--- config.mk ---
export PLATFORM = sky130hd
export DESIGN_NAME = axi_lite_reg_sequencer
export DESIGN_NICKNAME = d
export VERILOG_FILES = /design/src/rtl/axi_lite_reg_sequencer.sv
export SDC_FILE = /design/constraint.sdc
export NUM_CORES = 1
export LEC_CHECK = 0
export BUFFER_PORTS_ARGS = -buffer_cell sky130_fd_sc_hd__buf_4
export CELL_PAD_IN_SITES_DETAIL_PLACEMENT = 0
export CELL_PAD_IN_SITES_GLOBAL_PLACEMENT = 2
export CORE_AREA = 2 2 212 214
export CTS_CLUSTER_SIZE = 20
export DETAILED_ROUTE_END_ITERATION = 7
export DIE_AREA = 0 0 214 216
export GPL_TIMING_DRIVEN = 1
export HOLD_SLACK_MARGIN = 0.12
export PLACE_DENSITY_LB_ADDON = 0.1
export SLEW_MARGIN = 15
export SYNTH_ARGS = -nofsm -noshare
export SYNTH_HDL_FRONTEND = slang
export SYNTH_SLANG_ARGS = --single-unit
--- constraint.sdc ---
create_clock -name ACLK -period 3 [get_ports ACLK]
set_input_delay 0.45 -clock ACLK [delete_from_list [all_inputs] [get_ports ACLK]]
set_output_delay 0.45 -clock ACLK [all_outputs]
set_load 0.1 [all_outputs]
--- src/rtl/axi_lite_reg_sequencer.sv ---
// AXI4-Lite master that replays a packed table of register writes into a peripheral after a start pulse.
// Define AXI_REG_SEQ_READBACK_EN to read back and verify every write before moving to the next entry.
module axi_lite_reg_sequencer #(
    parameter int                ADDR_W    = 32,
    parameter int                DATA_W    = 32,
    parameter int                NUM_REGS  = 8,
    parameter logic [ADDR_W-1:0] BASE_ADDR = 32'h8000_0000,
    parameter int                TIMEOUT   = 1024,
    localparam int               CNT_W     = $clog2(NUM_REGS + 1),
    localparam int               IDX_W     = (NUM_REGS > 1) ? $clog2(NUM_REGS) : 1,
    localparam int               TMO_W     = $clog2(TIMEOUT + 1)
) (
    input  logic                       ACLK,
    input  logic                       ARESET,
    input  logic                       start,
    input  logic [CNT_W-1:0]           cfg_count,
    input  logic [NUM_REGS*16-1:0]     cfg_offset,
    input  logic [NUM_REGS*DATA_W-1:0] cfg_data,
    output logic                       busy,
    output logic                       done,
    output logic                       error,
    output logic [IDX_W-1:0]           err_idx,
    output logic [ADDR_W-1:0]          M_AXI_AWADDR,
    output logic [2:0]                 M_AXI_AWPROT,
    output logic                       M_AXI_AWVALID,
    input  logic                       M_AXI_AWREADY,
    output logic [DATA_W-1:0]          M_AXI_WDATA,
    output logic [DATA_W/8-1:0]        M_AXI_WSTRB,
    output logic                       M_AXI_WVALID,
    input  logic                       M_AXI_WREADY,
    input  logic [1:0]                 M_AXI_BRESP,
    input  logic                       M_AXI_BVALID,
    output logic                       M_AXI_BREADY,
    output logic [ADDR_W-1:0]          M_AXI_ARADDR,
    output logic [2:0]                 M_AXI_ARPROT,
    output logic                       M_AXI_ARVALID,
    input  logic                       M_AXI_ARREADY,
    input  logic [DATA_W-1:0]          M_AXI_RDATA,
    input  logic [1:0]                 M_AXI_RRESP,
    input  logic                       M_AXI_RVALID,
    output logic                       M_AXI_RREADY
);

    localparam logic [2:0] ST_IDLE = 3'd0;
    localparam logic [2:0] ST_WR   = 3'd1;
    localparam logic [2:0] ST_WB   = 3'd2;
    localparam logic [2:0] ST_NEXT = 3'd3;
    localparam logic [2:0] ST_DONE = 3'd4;
    localparam logic [2:0] ST_ERR  = 3'd5;
`ifdef AXI_REG_SEQ_READBACK_EN
    localparam logic [2:0] ST_RA   = 3'd6;
    localparam logic [2:0] ST_RD   = 3'd7;
`endif

    logic [2:0]        state_reg;
    logic [IDX_W-1:0]  idx_reg;
    logic [CNT_W-1:0]  count_reg;
    logic [TMO_W-1:0]  tmo_reg;
    logic              loaded_reg;
    logic              aw_valid_reg;
    logic              w_valid_reg;
    logic              b_ready_reg;
    logic [ADDR_W-1:0] addr_reg;
    logic [DATA_W-1:0] data_reg;
    logic              busy_reg;
    logic              done_reg;
    logic              error_reg;
    logic [IDX_W-1:0]  err_idx_reg;
`ifdef AXI_REG_SEQ_READBACK_EN
    logic              ar_valid_reg;
    logic              r_ready_reg;
`endif

    logic [15:0]       offset_tab [NUM_REGS];
    logic [DATA_W-1:0] data_tab   [NUM_REGS];

    generate
        for (genvar gi = 0; gi < NUM_REGS; gi++) begin : g_unpack
            assign offset_tab[gi] = cfg_offset[16*gi +: 16];
            assign data_tab[gi]   = cfg_data[DATA_W*gi +: DATA_W];
        end
    endgenerate

    logic aw_hs, w_hs, b_hs, ar_hs, r_hs, wr_complete, tmo_hit, fail;

    assign aw_hs       = aw_valid_reg && M_AXI_AWREADY;
    assign w_hs        = w_valid_reg && M_AXI_WREADY;
    assign b_hs        = b_ready_reg && M_AXI_BVALID;
    assign wr_complete = loaded_reg && (!aw_valid_reg || aw_hs) && (!w_valid_reg || w_hs);
    assign tmo_hit     = (tmo_reg == TMO_W'(TIMEOUT - 1));
`ifdef AXI_REG_SEQ_READBACK_EN
    assign ar_hs = ar_valid_reg && M_AXI_ARREADY;
    assign r_hs  = r_ready_reg && M_AXI_RVALID;
`else
    assign ar_hs = 1'b0;
    assign r_hs  = 1'b0;
`endif

    // Any condition that aborts the sequence this cycle: error response, readback mismatch or stalled handshake.
    always_comb begin
        fail = 1'b0;
        case (state_reg)
            ST_WR:   fail = tmo_hit && !wr_complete;
            ST_WB:   fail = b_hs ? M_AXI_BRESP[1] : tmo_hit;
`ifdef AXI_REG_SEQ_READBACK_EN
            ST_RA:   fail = tmo_hit && !ar_hs;
            ST_RD:   fail = r_hs ? (M_AXI_RRESP[1] || (M_AXI_RDATA != data_reg)) : tmo_hit;
`endif
            default: fail = 1'b0;
        endcase
    end

    always_ff @(posedge ACLK) begin
        if (ARESET) begin
            state_reg    <= ST_IDLE;
            idx_reg      <= '0;
            count_reg    <= '0;
            tmo_reg      <= '0;
            loaded_reg   <= 1'b0;
            aw_valid_reg <= 1'b0;
            w_valid_reg  <= 1'b0;
            b_ready_reg  <= 1'b0;
            addr_reg     <= '0;
            data_reg     <= '0;
            busy_reg     <= 1'b0;
            done_reg     <= 1'b0;
            error_reg    <= 1'b0;
            err_idx_reg  <= '0;
`ifdef AXI_REG_SEQ_READBACK_EN
            ar_valid_reg <= 1'b0;
            r_ready_reg  <= 1'b0;
`endif
        end else if (fail) begin
            state_reg    <= ST_ERR;
            aw_valid_reg <= 1'b0;
            w_valid_reg  <= 1'b0;
            b_ready_reg  <= 1'b0;
            busy_reg     <= 1'b0;
            error_reg    <= 1'b1;
            err_idx_reg  <= idx_reg;
`ifdef AXI_REG_SEQ_READBACK_EN
            ar_valid_reg <= 1'b0;
            r_ready_reg  <= 1'b0;
`endif
        end else begin
            tmo_reg <= tmo_reg + TMO_W'(1);
            case (state_reg)
                ST_IDLE: begin
                    if (start) begin
                        error_reg <= 1'b0;
                        if (cfg_count != '0) begin
                            done_reg   <= 1'b0;
                            count_reg  <= cfg_count;
                            idx_reg    <= '0;
                            busy_reg   <= 1'b1;
                            tmo_reg    <= '0;
                            loaded_reg <= 1'b0;
                            state_reg  <= ST_WR;
                        end else begin
                            done_reg <= 1'b1;
                        end
                    end
                end
                ST_WR: begin
                    // First cycle captures the live table entry; VALIDs rise with a settled payload.
                    if (!loaded_reg) begin
                        addr_reg     <= BASE_ADDR + ADDR_W'(offset_tab[idx_reg]);
                        data_reg     <= data_tab[idx_reg];
                        aw_valid_reg <= 1'b1;
                        w_valid_reg  <= 1'b1;
                        loaded_reg   <= 1'b1;
                    end else begin
                        if (aw_hs) aw_valid_reg <= 1'b0;
                        if (w_hs) w_valid_reg <= 1'b0;
                        if (wr_complete) begin
                            b_ready_reg <= 1'b1;
                            tmo_reg     <= '0;
                            state_reg   <= ST_WB;
                        end
                    end
                end
                ST_WB: begin
                    if (b_hs) begin
                        b_ready_reg <= 1'b0;
                        tmo_reg     <= '0;
`ifdef AXI_REG_SEQ_READBACK_EN
                        ar_valid_reg <= 1'b1;
                        state_reg    <= ST_RA;
`else
                        state_reg    <= ST_NEXT;
`endif
                    end
                end
`ifdef AXI_REG_SEQ_READBACK_EN
                ST_RA: begin
                    if (ar_hs) begin
                        ar_valid_reg <= 1'b0;
                        r_ready_reg  <= 1'b1;
                        tmo_reg      <= '0;
                        state_reg    <= ST_RD;
                    end
                end
                ST_RD: begin
                    if (r_hs) begin
                        r_ready_reg <= 1'b0;
                        state_reg   <= ST_NEXT;
                    end
                end
`endif
                ST_NEXT: begin
                    if (CNT_W'(idx_reg) + CNT_W'(1) == count_reg) begin
                        busy_reg  <= 1'b0;
                        done_reg  <= 1'b1;
                        state_reg <= ST_DONE;
                    end else begin
                        idx_reg    <= idx_reg + IDX_W'(1);
                        loaded_reg <= 1'b0;
                        tmo_reg    <= '0;
                        state_reg  <= ST_WR;
                    end
                end
                // DONE and ERR are single-cycle exits; a start arriving here is dropped.
                ST_DONE: state_reg <= ST_IDLE;
                ST_ERR:  state_reg <= ST_IDLE;
                default: state_reg <= ST_IDLE;
            endcase
        end
    end

    assign busy          = busy_reg;
    assign done          = done_reg;
    assign error         = error_reg;
    assign err_idx       = err_idx_reg;
    assign M_AXI_AWADDR  = addr_reg;
    assign M_AXI_AWPROT  = 3'b000;
    assign M_AXI_AWVALID = aw_valid_reg;
    assign M_AXI_WDATA   = data_reg;
    assign M_AXI_WSTRB   = '1;
    assign M_AXI_WVALID  = w_valid_reg;
    assign M_AXI_BREADY  = b_ready_reg;
    assign M_AXI_ARADDR  = addr_reg;
    assign M_AXI_ARPROT  = 3'b000;
`ifdef AXI_REG_SEQ_READBACK_EN
    assign M_AXI_ARVALID = ar_valid_reg;
    assign M_AXI_RREADY  = r_ready_reg;

    logic unused_inputs;
    assign unused_inputs = ^{M_AXI_BRESP[0], M_AXI_RRESP[0]};
`else
    assign M_AXI_ARVALID = 1'b0;
    assign M_AXI_RREADY  = 1'b1;

    logic unused_inputs;
    assign unused_inputs = ^{M_AXI_BRESP[0], M_AXI_ARREADY, M_AXI_RDATA, M_AXI_RRESP, M_AXI_RVALID,
                             ar_hs, r_hs};
`endif

endmodule

* Word-level counts from Yosys, hierarchy flattened
Cells that the tools add are included. Widths: inputs -> output; s select.
Cells by class: reduce and logical (&&, ||, !) cells 31, bitwise logic cells 3, mux-type cells 50, add/subtract/negate cells 4, eq/ne operators 19, $lt $le $gt $ge 1
Operators with widths (count):
- $bmux 32 s3 | 1
- $mux 11 | 6
- $mux 32 | 2
- $bmux 16 s3 | 1
- $pmux 11 s4 | 1
- $add 32x16->32 const A | 1
- $mux 16 | 2
- $mux 3 | 10
- $mux 1 | 20
- $reduce_and 5->1 | 4
- $reduce_and 4->1 | 4
- $ne 3x3->1 const B | 5
- $ne 2x2->1 const B | 7
- $pmux 3 s4 | 1
- $add 11x1->11 const B | 1
- $eq 11x10->1 const B | 1
- $pmux 1 s2 | 4
- $reduce_bool 2->1 | 4
- $eq 3x2->1 const B | 2
- $logic_and 1x1->1 | 6
- $pmux 3 s2 | 1
- $reduce_and 2->1 | 3
- $add 3x1->4 const B | 1
- $eq 4x4->1 | 1
- other kinds (14) | 19
Storage, ports and cells: register bits 95

* Depth between registers and ports, before layout
Gate-level depths: netlist of run 1.
depth after elaboration 9, gate-level depth with buffers 9, gate-level depth less buffers 6

* Worst setup path after synthesis of run 1
OpenSTA, ideal clock, no wires.
path kind reg2reg, start register b_ready_reg (netlist: M_AXI_BREADY), end register tmo_reg[0], library setup time 0.115 ns, buffers on the path 2, arrival time 2.237 ns, setup slack 0.648 ns, data required time 2.885 ns, stages on the path, launching flop included 8, cell sequence dfxtp_1 > and2_1 > nand3b_1 > o2bb2a_4 > buf_2 > o31ai_2 > buf_6 > nor2_1
On the way: cells in the longest elaborated chain, start to end 3, elaborated cells on any way between the ends 5
Ends and longest elaborated chain:
- start: declaration | RTL line 62 | logic b_ready_reg;
- start signal: assignment | RTL line 122 | b_ready_reg <= 1'b0;
- start signal: assignment | RTL line 137 | b_ready_reg <= 1'b0;
- start signal: assignment | RTL line 176 | b_ready_reg <= 1'b1;
- $logic_and 1x1->1 (*) | RTL line 88 | assign b_hs = b_ready_reg && M_AXI_BVALID;
- $mux 11 / $mux 1 (equally long branches) | RTL line 183, 104
- $pmux 11 s4 / $pmux 1 s2 (equally long branches) | RTL line 147, 102
- end signal: assignment | RTL line 146 | tmo_reg <= tmo_reg + TMO_W'(1);
- end: declaration | RTL line 58 | logic [TMO_W-1:0] tmo_reg;
Every way passes the cells marked *; elsewhere a longest branch is shown, timed or not. A chain may end at the register's enable or synchronous reset.

* Worst setup path after layout of run 1
start register state_reg[1], end register b_ready_reg (netlist: M_AXI_BREADY)
On the way: cells in the longest elaborated chain, start to end 3, elaborated cells on any way between the ends 10
Ends and longest elaborated chain:
- start: declaration | RTL line 55 | logic [2:0] state_reg;
- start signal: assignment | RTL line 115 | state_reg <= ST_IDLE;
- start signal: assignment | RTL line 134 | state_reg <= ST_ERR;
- start signal: assignment | RTL line 158 | state_reg <= ST_WR;
- $eq 3x1->1 / $eq 3x2->1 (equally long branches) | RTL line 102, 147
- $ne 2x2->1 (no source line) (tied with other cells)
- $reduce_and 4->1 (no source line) / $reduce_or 2->1 (equally long branches)
Several ways; a longest one is shown, not always the timed one.

==> summary.md, run 1 <==
| Metric | Value |
|---|---|
| Status | `complete, no violations` |
| CTS Hold Bufs | `0` |
| Hold Fails Final Rpt | `0` |
| Register area | `1610 µm²` |
| Mapped Area | `6620 µm²` |
| Max transition margin | `47.3%` |
| Root Driver | `clkbuf_16` |
| CTS tree | `built` |
| Commonest non-fill, non-tap cell in the layout | `buf_4` |
| Post-CTS setup buffer count | `0` |
| Final cell count without fillers | `1607` |
| WL final | `36.3 mm` |
| Global-route wire length before repair | `51.1 mm` |
| Post-synth ARST share | `0%` |
| Diodes inserted | `0` |
| Reg2reg path depth | `6` |
| GR Overflow Total | `0` |
| Yosys Warn Count | `0` |
| Pwr Total | `4.60 mW` |
| IO Pins | `549` |
| Yosys reg bits | `80` |
| Final TNS setup | `0 ns` |
| Port bufs | `469` |
| Vias per inst | `4.08` |
| GR Util met3 | `3.34%` |
| DR iter-0 viols | `347` |
| Met1 Use GR | `around a fifth` |
| Initial Util | `15.1%` |
| Final setup violation count | `0` |
| Sequential cell area fraction in the yosys report | `about 24%` |
| DP Area | `approximately 10000 µm²` |
| WP data arrival | `2.75 ns` |
| Area of the multi-input gates | `~4400 µm²` |
| Post-synth cell types | `57` |
| Final Cycle Share | `82.9%` |
| R2R Path End | `M_AXI_BREADY` |
| H-tree Lvls | `3` |
| Share of layout cells above drive strength 1 | `62.1%` |
| R2r setup slk | `0.51 ns` |
| Power Dens Cells | `between 400 and 500 nW/µm²` |
| Maxcap violations | `0` |
| Cell row count | `77` |
| Worst Hold Depth | `3` |
| Crit Path Max Fanout | `55` |
| GRT busiest layer | `met2` |
| Skew-Pair Late Insertion Delay | `0.34 ns` |
| Area delta synth->final | `63.3%` |
| 1st-pass router iterations | `4` |
| Minimum clock period | `about 2.5 ns` |
| TritonCTS Buffers | `9` |
| Worst Skew | `0.0108 ns` |
| Fmax achieved | `between 0.4 and 0.5 GHz` |
| Final net count | `1444` |
| Detail Route Antenna Nets | `0` |
| Hold crit path type | `primary input to flip-flop` |
| Max reg flops | `32` |
| Peak VDD IR | `247 µV` |
| Residual DRC | `0` |
| Vias in the first global route | `7225` |
| Clock tree sinks | `80` |
| FF-to-FF Start | `state_reg[1]` |
| Mapped Cells | `592` |
| Hold path start | `cfg_count[0]` |
| Slew of the pin with the lowest slew margin | `approximately 0.79 ns` |
| Hold Crit Endpoint | `count_reg[0]` |
| WL/cell | `22.6 µm` |
| Die width | `approximately 210 µm` |
| Crit Path Class | `flip-flop to flip-flop` |
| Element type at the critical path start | `flip-flop` |
| Mean Syn Cell Area | `between 10 and 15 µm²` |
| Min Hold Slack | `a little under 0.4 ns` |
| Die ar. | `46200 µm²` |
| Unrepaired setup endpoints after global routing | `false` |
| Placed cell count | `about 1600` |
| Initial antenna violation count | `3` |
| Die extent in y | `about 220 µm` |
| Fillers | `just under 5000` |
| Most frequent cells in the layout | `buf_4, mux4_2, dfxtp_1, a21oi_1, mux2i_1` |
| Grt met2 use | `27.7%` |
| GPL Wtd Cong | `0.813` |
| Largest net degree at the start of global routing | `69` |
| CP required | `3.26 ns` |
| CTS clk-pin slew, worst paths | `0.07 ns` |
| CP Capture Type | `flip-flop` |
| Final instance area | `around 11000 µm²` |
| CTS Buffer Depth | `2` |
| Primary FF master, synth | `dfxtp_1` |
| Post_cts resized | `0` |
| Hpwl dp | `30.1 mm` |
| Post-synth EDFFs | `0` |
| Slew Limit Fails | `0` |
| LEAKAGE | `between 4 and 5 nW` |
| Vias | `6549` |
| Total global-route track usage | `15.2%` |
| Core area | `between 40000 and 50000 µm²` |
==> stage by stage <==
stage | utilization [%] | setup slack, ns
floorplan | - | 0.648
global placement | 23.9 | 0.477
detailed placement | 23.9 | 0.485
CTS | 24.7 | 0.468
global route | 24.7 | 0.287
finish | 24.7 | 0.514
==> report_power, final <==
group          switching (mW)  total (mW)  internal, mW
sequential             0.0826        1.24          1.15
combinational            1.41        2.09         0.677
clock                   0.493        1.27         0.782
==> worst max path at each step <==
stage | start | endpoint | slack [ns]
floorplan | M_AXI_BREADY | tmo_reg[0] | 0.65
CTS | state_reg[1] | M_AXI_BREADY | 0.47
global placement | state_reg[0] | M_AXI_BREADY | 0.48
detailed placement | state_reg[0] | M_AXI_BREADY | 0.48
finish | state_reg[1] | M_AXI_BREADY | 0.51
global route | state_reg[1] | M_AXI_BREADY | 0.29
==> cell type report <==
type,count,share of cell area [%]
clock buffer,10,2.32
clock inverter,6,0.810
inverter,6,0.208
multi-input combinational,429,41.0
sequential,80,14.9
tap,592,6.85
timing repair buffer,484,33.9
==> synthesized netlist by cell type, types with 2 or more instances <==
library cell   n  area, µm²
a211oi_1      40        300
a211oi_2       9        113
a21oi_1       63        315
a21oi_2        8       70.1
and2_1         2       12.5
buf_1          3       11.3
buf_2         16       80.1
buf_4         66        495
buf_6          4       45.0
clkbuf_1      28        105
conb_1         2       7.51
dfxtp_1       80       1600
ha_1           2       25.0
inv_1          6       22.5
mux2i_1       50        500
mux4_2        96       2160
nand2_1       25       93.8
nand2b_1       7       43.8
nand3_1        6       30.0
nand3b_1       2       15.0
nor2_1        12       45.0
nor2b_1        6       37.5
nor3_1         3       15.0
nor4_1         2       12.5
o21a_1         2       15.0
o21ai_0        9       45.0
o31ai_1        5       37.5
or3_1          5       31.3
or4_1          4       30.0
xor2_1         2       17.5
==> per-layer routing <==
| layer | routed length [µm] | up-vias |
|---|---|---|
| met4 | 164 | 0 |
| met2 | 19400 | 216 |
| met1 | 14600 | 3250 |
| li1 | - | 3074 |
| met5 | 0 | - |
| met3 | 2160 | 9 |
==> worst max-delay path, stage by stage (launching register included) <==
cell	delay [ns]
dfxtp_1	0.45
nand2b_1	0.27
o32ai_2	0.45
o2bb2ai_4	0.16
buf_4	0.57
nand2_1	0.28
a211oi_1	0.21
==> cells by family after synthesis <==
| logic type | Yosys count | share of synthesized area, % |
|---|---|---|
| buffers and inverters | 123 | 11.5 |
| AOI/OAI and AO/OA | 151 | 16.1 |
| xor gates and xnor gates | 3 | 0.397 |
| muxes | 147 | 40.4 |
| adders and majority gates | 2 | 0.378 |
| other | 2 | 0.113 |
| and+or+nand+nor | 84 | 6.94 |
| DFF | 80 | 24.2 |
(Power assumes the default switching activity.)
==> run 2, diff against run 1 <==
Settings changed: CORE_AREA 2 2 212 214 to 2 2 214 216, DIE_AREA 0 0 214 216 to 0 0 216 218.
Clock period 3 ns to 2 ns, I/O delays scaled along.
==> run 2 against run 1 <==
Net effect: the flow now finishes with violations (setup timing); setup slack lost 0.52 ns; clock skew shrank 0.0025 ns; clock power grew 31%; critical path depth grew 1; largest cell class unchanged; register-to-register slack lost 0.52 ns; final cell count grew 4.1%; non-clock buffer count grew 58; global-route usage grew 0.16 points; sequential cell count is the same; maximum frequency grew 24%.
==> summary.md, run 2 (synthesis results as in run 1) <==
| Metric | Value |
|---|---|
| Status | `finished with violations (was complete, no violations)` |
| Failing checks | `setup timing` |
| Die width | `216 µm (was 214 µm)` |
| Final TNS setup | `-0.00642 ns (was 0 ns)` |
| Sequential power share | `27.3% (was 26.9%)` |
| Final Core Density | `25.6% (was 24.7%)` |
| Worst Setup SP | `idx_reg[0] (was state_reg[1])` |
| Core area | `44900 µm² (was 43800 µm²)` |
| Placed cell count | `1648 (was 1591)` |
| WP data arrival | `2.29 ns (was 2.75 ns)` |
| Vias per inst | `4.02 (was 4.08)` |
| Fmax achieved | `0.499 GHz (was 0.402 GHz)` |
| Global-route wire length before repair | `52.6 mm (was 51.1 mm)` |
| Detail Route Antenna Nets | `0 (unchanged)` |
| CTS Hold Bufs | `0 (unchanged)` |
| Share of layout cells above drive strength 1 | `65.9% (was 62.1%)` |
| Clock tree sinks | `80 (unchanged)` |
| Hpwl dp | `30.9 mm (was 30.1 mm)` |
| Slew of the pin with the lowest slew margin | `0.577 ns (was 0.790 ns)` |
| CP Capture Type | `flip-flop (unchanged)` |
| Power Dens Cells | `589 nW/µm² (was 425 nW/µm²)` |
| Final setup violation count | `2 (was 0)` |
| Most frequent cells in the layout | `buf_4, mux4_2, dfxtp_1, a21oi_1, mux2i_1 (unchanged)` |
| Die ar. | `47100 µm² (was 46200 µm²)` |
| Initial Util | `14.7% (was 15.1%)` |
| Hold path start | `cfg_count[1] (was cfg_count[0])` |
| Slowest CP cell | `dfxtp_4 (was buf_4)` |
| IO Pins | `549 (unchanged)` |
| Hold crit path type | `primary input to flip-flop (unchanged)` |
| CTS Buffer Depth | `2 (unchanged)` |
| H-tree Lvls | `3 (unchanged)` |
| Maxcap violations | `0 (unchanged)` |
| Switching Share | `44.6% (was 43.2%)` |
| Comb pwr share | `48.2% (was 45.4%)` |
| Crit Path Class | `flip-flop to flip-flop (unchanged)` |
| Residual DRC | `0 (unchanged)` |
| CTS tree | `built (unchanged)` |
| Die extent in y | `218 µm (was 216 µm)` |
| CP top delay family | `compound AO/OA/AOI/OAI gates (unchanged)` |
| Final worst slack | `-0.00557 ns (was 0.514 ns)` |
| Unrepaired setup endpoints after global routing | `true (was false)` |
| GPL Wtd Cong | `0.770 (was 0.813)` |
| Slew Limit Fails | `0 (unchanged)` |
| DR iter-0 viols | `245 (was 347)` |
| Clk pwr share | `24.5% (was 27.7%)` |
| Hold Fails Final Rpt | `0 (unchanged)` |
| Final cell count without fillers | `1673 (was 1607)` |
| DP Area | `11000 µm² (was 10500 µm²)` |
| Final net count | `1502 (was 1444)` |
| Commonest non-fill, non-tap cell in the layout | `buf_4 (unchanged)` |
| Vias | `6723 (was 6549)` |
| Element type at the critical path start | `flip-flop (unchanged)` |
| Max reg flops | `32 (unchanged)` |
| Initial antenna violation count | `2 (was 3)` |
| Root Driver | `clkbuf_16 (unchanged)` |
| Cell row count | `78 (was 77)` |
| 1st-pass router iterations | `4 (unchanged)` |
| Max transition margin | `61.5% (was 47.3%)` |
| Minimum clock period | `2.01 ns (was 2.49 ns)` |
| Total global-route track usage | `15.3% (was 15.2%)` |
| Skew-Pair Late Insertion Delay | `0.34 ns (about the same)` |
| WL/cell | `22.3 µm (was 22.6 µm)` |
| GR Overflow Total | `0 (unchanged)` |
| Diodes inserted | `0 (unchanged)` |
| Final instance area | `11500 µm² (was 10800 µm²)` |
| Crit-path max cell delay | `0.35 ns (was 0.57 ns)` |
| CP required | `2.28 ns (was 3.26 ns)` |
| Vias in the first global route | `7430 (was 7225)` |
| Port bufs | `469 (unchanged)` |
| LEAKAGE | `4.62 nW (was 4.29 nW)` |
| Crit Path Max Fanout | `6 (was 55)` |
| FF-to-FF Start | `idx_reg[0] (was state_reg[1])` |
| Largest net degree at the start of global routing | `50 (was 69)` |
| Buffers and inverters on the worst path | `1 (unchanged)` |
| Pwr Total | `6.76 mW (was 4.60 mW)` |
| WL final | `37.3 mm (was 36.3 mm)` |
| Area delta synth->final | `73.5% (was 63.3%)` |
| Final Cycle Share | `100% (was 82.9%)` |
| Worst Skew | `0.00832 ns (was 0.0108 ns)` |
| P_int | `3.75 mW (was 2.61 mW)` |
| Fillers | `4873 (was 4832)` |
| Switching Power | `3.02 mW (was 1.99 mW)` |
| TritonCTS Buffers | `9 (unchanged)` |
| CTS clk-pin slew, worst paths | `0.07 ns (about the same)` |
| Peak VDD IR | `427 µV (was 247 µV)` |
| CP cell instances | `ha_4, xor2_2, or3_4, a2111oi_4, buf_4, o31a_1, mux2_4 (was nand2b_1, o32ai_2, o2bb2ai_4, buf_4, nand2_1, a211oi_1)` |
## run 2: power by group through the flow
stage | clock network (mW) | registers (mW) | logic, mW
floorplan | 0 | 2.72 | 1.33
global placement | 0 | 1.88 | 3.27
detailed placement | 0 | 1.88 | 3.27
CTS | 1.75 | 1.85 | 3.28
global route | 1.79 | 1.87 | 3.41
finish | 1.66 | 1.85 | 3.26
## run 2: cell type report
class	count	area [µm²]	share of cell area [%]
clock buffer	11	254	2.21
clock inverter	5	30.0	0.262
inverter	6	22.5	0.196
multi-input combinational	429	4540	39.6
sequential	80	1630	14.2
tap	600	751	6.54
timing repair buffer	542	4260	37.1
## run 2: final timing paths
check / to / slack, ns / cells after the start
setup / recovery: idx_reg[0] / -0.006 / 7
hold reg to reg: err_idx[0] / 0.46 / 2
hold / removal: count_reg[1] / 0.22 / 3
setup reg to reg: idx_reg[0] / -0.006 / 7
## run 2: metal layers
layer	global-route usage (%)	wire length [µm]
met1	18.8	15400
met2	28.2	19800
met3	2.75	1650
met4	2.56	339
met5	0	0
## run 2: timing repair
| item | in CTS | in global routing |
|---|---|---|
| resized for setup | 9 | 15 |
| pin swaps | 2 | 8 |
| setup buffers | 7 | 1 |
| cloned | 0 | 1 |
| endpoints found under the setup margin | 27 | 60 |
## run 2: through the flow
| stage | hold WS, ns | setup slack, ns |
|---|---|---|
| final | 0.220 | -0.00557 |
| after global routing | 0.219 | -0.0984 |
| after CTS | 0.194 | -0.0283 |
| after detailed placement | 0.450 | -0.102 |
| after global placement | 0.450 | -0.0849 |
| after floorplan | 0.436 | 0.0453 |
## run 2: worst min-delay path, cell delays in order
cell and delay [ns]:
buf_4 0.12, nand2_1 0.05, a21oi_1 0.05
==> run 3, diff against run 2 <==
Settings changed: TNS_END_PERCENT set to 20.
==> run 3 against run 2 <==
Net effect: critical path depth fell by 1; final cell count fell by 0.90%; hold slack improved by 0.0085 ns; first-iteration DRC count rose by 4.5%; wire length rose by 1.0%; the flow now finishes without violations; global-route usage rose by 0.091 points; combinational power barely moved; largest power group unchanged; maximum frequency rose by 0.76%; clock skew rose by 0.0011 ns.
==> summary.md, run 3 (synthesis results as in run 1) <==
| Metric | Value |
|---|---|
| Worst Skew | `0.00945 ns (was 0.00832 ns)` |
| Most frequent cells in the layout | `buf_4, mux4_2, dfxtp_1, a21oi_1, mux2i_1 (unchanged)` |
| Max reg flops | `32 (unchanged)` |
| LEAKAGE | `4.56 nW (was 4.62 nW)` |
| Comb pwr share | `46.9% (was 48.2%)` |
| Vias in the first global route | `7294 (was 7430)` |
| Slew of the pin with the lowest slew margin | `0.563 ns (was 0.577 ns)` |
| Residual DRC | `0 (unchanged)` |
| Minimum clock period | `1.99 ns (was 2.01 ns)` |
| Share of layout cells above drive strength 1 | `64.9% (was 65.9%)` |
| P_int | `3.90 mW (was 3.75 mW)` |
| Crit-path max cell delay | `0.55 ns (was 0.35 ns)` |
| CP required | `2.21 ns (was 2.28 ns)` |
| Die extent in y | `218 µm (unchanged)` |
| WL final | `37.6 mm (was 37.3 mm)` |
| Vias per inst | `4.06 (was 4.02)` |
| Die ar. | `47100 µm² (unchanged)` |
| Status | `complete, no violations (was finished with violations)` |
| GR Overflow Total | `0 (unchanged)` |
| GPL Wtd Cong | `0.770 (about the same)` |
| Element type at the critical path start | `flip-flop (unchanged)` |
| Unrepaired setup endpoints after global routing | `true (unchanged)` |
| Hold Fails Final Rpt | `0 (unchanged)` |
| Clk pwr share | `26.4% (was 24.5%)` |
| CTS Hold Bufs | `0 (unchanged)` |
| Diodes inserted | `0 (unchanged)` |
| Detail Route Antenna Nets | `0 (unchanged)` |
| TritonCTS Buffers | `9 (unchanged)` |
| Slowest CP cell | `mux4_2 (was dfxtp_4)` |
| WL/cell | `22.7 µm (was 22.3 µm)` |
| Pwr Total | `6.93 mW (was 6.76 mW)` |
| Max transition margin | `62.5% (was 61.5%)` |
| Die width | `216 µm (unchanged)` |
| H-tree Lvls | `3 (unchanged)` |
| Commonest non-fill, non-tap cell in the layout | `buf_4 (unchanged)` |
| Largest net degree at the start of global routing | `53 (was 50)` |
| Sequential power share | `26.7% (was 27.3%)` |
| Area delta synth->final | `71.9% (was 73.5%)` |
| IO Pins | `549 (unchanged)` |
| Fmax achieved | `0.502 GHz (was 0.499 GHz)` |
| Total global-route track usage | `15.4% (was 15.3%)` |
| Initial Util | `14.7% (unchanged)` |
| Port bufs | `469 (unchanged)` |
| DR iter-0 viols | `256 (was 245)` |
| Initial antenna violation count | `1 (was 2)` |
| Hold crit path type | `primary input to flip-flop (unchanged)` |
| Cell row count | `78 (unchanged)` |
| Power Dens Cells | `609 nW/µm² (was 589 nW/µm²)` |
| Global-route wire length before repair | `52.8 mm (was 52.6 mm)` |
| Maxcap violations | `0 (unchanged)` |
| WP data arrival | `2.20 ns (was 2.29 ns)` |
| Switching Share | `43.7% (was 44.6%)` |
| Slew Limit Fails | `0 (unchanged)` |
| Root Driver | `clkbuf_16 (unchanged)` |
| Core area | `44900 µm² (unchanged)` |
| Vias | `6734 (was 6723)` |
| Final setup violation count | `0 (was 2)` |
| CP cell instances | `buf_6, buf_16, mux4_2, mux2i_2, buf_4, a211oi_1 (was ha_4, xor2_2, or3_4, a2111oi_4, buf_4, o31a_1, mux2_4)` |
| CP Capture Type | `flip-flop (unchanged)` |
| Final TNS setup | `0 ns (was -0.00642 ns)` |
| Final Cycle Share | `99.5% (was 100%)` |
| Crit Path Max Fanout | `18 (was 6)` |
| Clock tree sinks | `80 (unchanged)` |
| CTS clk-pin slew, worst paths | `0.07 ns (about the same)` |
| Switching Power | `3.03 mW (was 3.02 mW)` |
| CTS tree | `built (unchanged)` |
| Hpwl dp | `31.1 mm (was 30.9 mm)` |
| Peak VDD IR | `360 µV (was 427 µV)` |
| CTS Buffer Depth | `2 (unchanged)` |
| Crit Path Class | `flip-flop to flip-flop (unchanged)` |
| Final net count | `1487 (was 1502)` |
| 1st-pass router iterations | `4 (unchanged)` |
| Skew-Pair Late Insertion Delay | `0.35 ns (was 0.34 ns)` |
==> run 3: changes by cell type in the layout (fill, tap and decap cells not counted), sizes merged <==
cell / change
clkbuf: +1
buf: -15
bufinv: +1
clkinv: -2
==> run 3: area by class of cell <==
type                            count  area, µm²
Fill cell                        4909      33500
Multi-Input combinational cell    429       4510
Timing Repair Buffer              527       4150
Sequential cell                    80       1630
Tap cell                          600        751
Clock buffer                       12        268
Clock inverter                      4       50.0
Inverter                            6       22.5
==> run 3: power by group through the flow <==
stage	clock, mW	sequential [mW]	combinational, mW
after floorplan	0	2.72	1.33
after global placement	0	1.88	3.25
after detailed placement	0	1.88	3.26
after CTS	1.92	1.85	3.26
after global routing	2.00	1.87	3.40
final	1.83	1.85	3.25
==> run 3: worst paths after layout <==
path | slack (ns) | cells past startpoint | from | end
max reg2reg | 0.01 | 6 | idx_reg[0] | M_AXI_ARADDR[10]
max | 0.01 | 6 | idx_reg[0] | M_AXI_ARADDR[10]
min | 0.23 | 3 | cfg_count[0] | count_reg[0]
min reg2reg | 0.46 | 2 | err_idx[0] | err_idx[0]
==> run 3: repair_timing <==
action | in CTS | in global routing
pin swaps | 3 | 4
endpoints found under the setup margin | 23 | 67
buffers inserted | 0 | 2
resized for setup | 11 | 15
gates cloned | 1 | 1
==> run 3: metrics by stage <==
| stage | hold WS, ns | util (%) | setup WS, ns | instance area, µm² | std cells |
|---|---|---|---|---|---|
| 3_5_place_dp | 0.450 | 24.2 | -0.195 | 10900 | 1638 |
| 5_1_grt | 0.224 | 25.3 | -0.108 | 11400 | 1658 |
| 6_report | 0.228 | 25.3 | 0.00966 | 11400 | 1658 |
| 3_3_place_gp | 0.451 | 24.2 | -0.203 | 10900 | 1638 |
| 4_1_cts | 0.208 | 25.1 | -0.0121 | 11300 | 1655 |
| 2_1_floorplan | 0.436 | - | -0.00791 | 6780 | 632 |
==> run 3: layer usage <==
metal | GRT usage (%) | wire [µm] | up-vias
met5 | 0 | 0 | -
met4 | 2.79 | 293 | 0
met3 | 2.83 | 1990 | 12
met2 | 28.0 | 20100 | 229
met1 | 19.1 | 15200 | 3334
li1 | - | - | 3159
==> run 3: worst max-delay path, delay by kind of cell (launching register included) <==
| family | cells | cell delay (ns) |
|---|---|---|
| buffers and inverters | 3 | 0.61 |
| muxes | 2 | 0.79 |
| AOI/OAI and AO/OA | 1 | 0.06 |
| DFF | 1 | 0.36 |
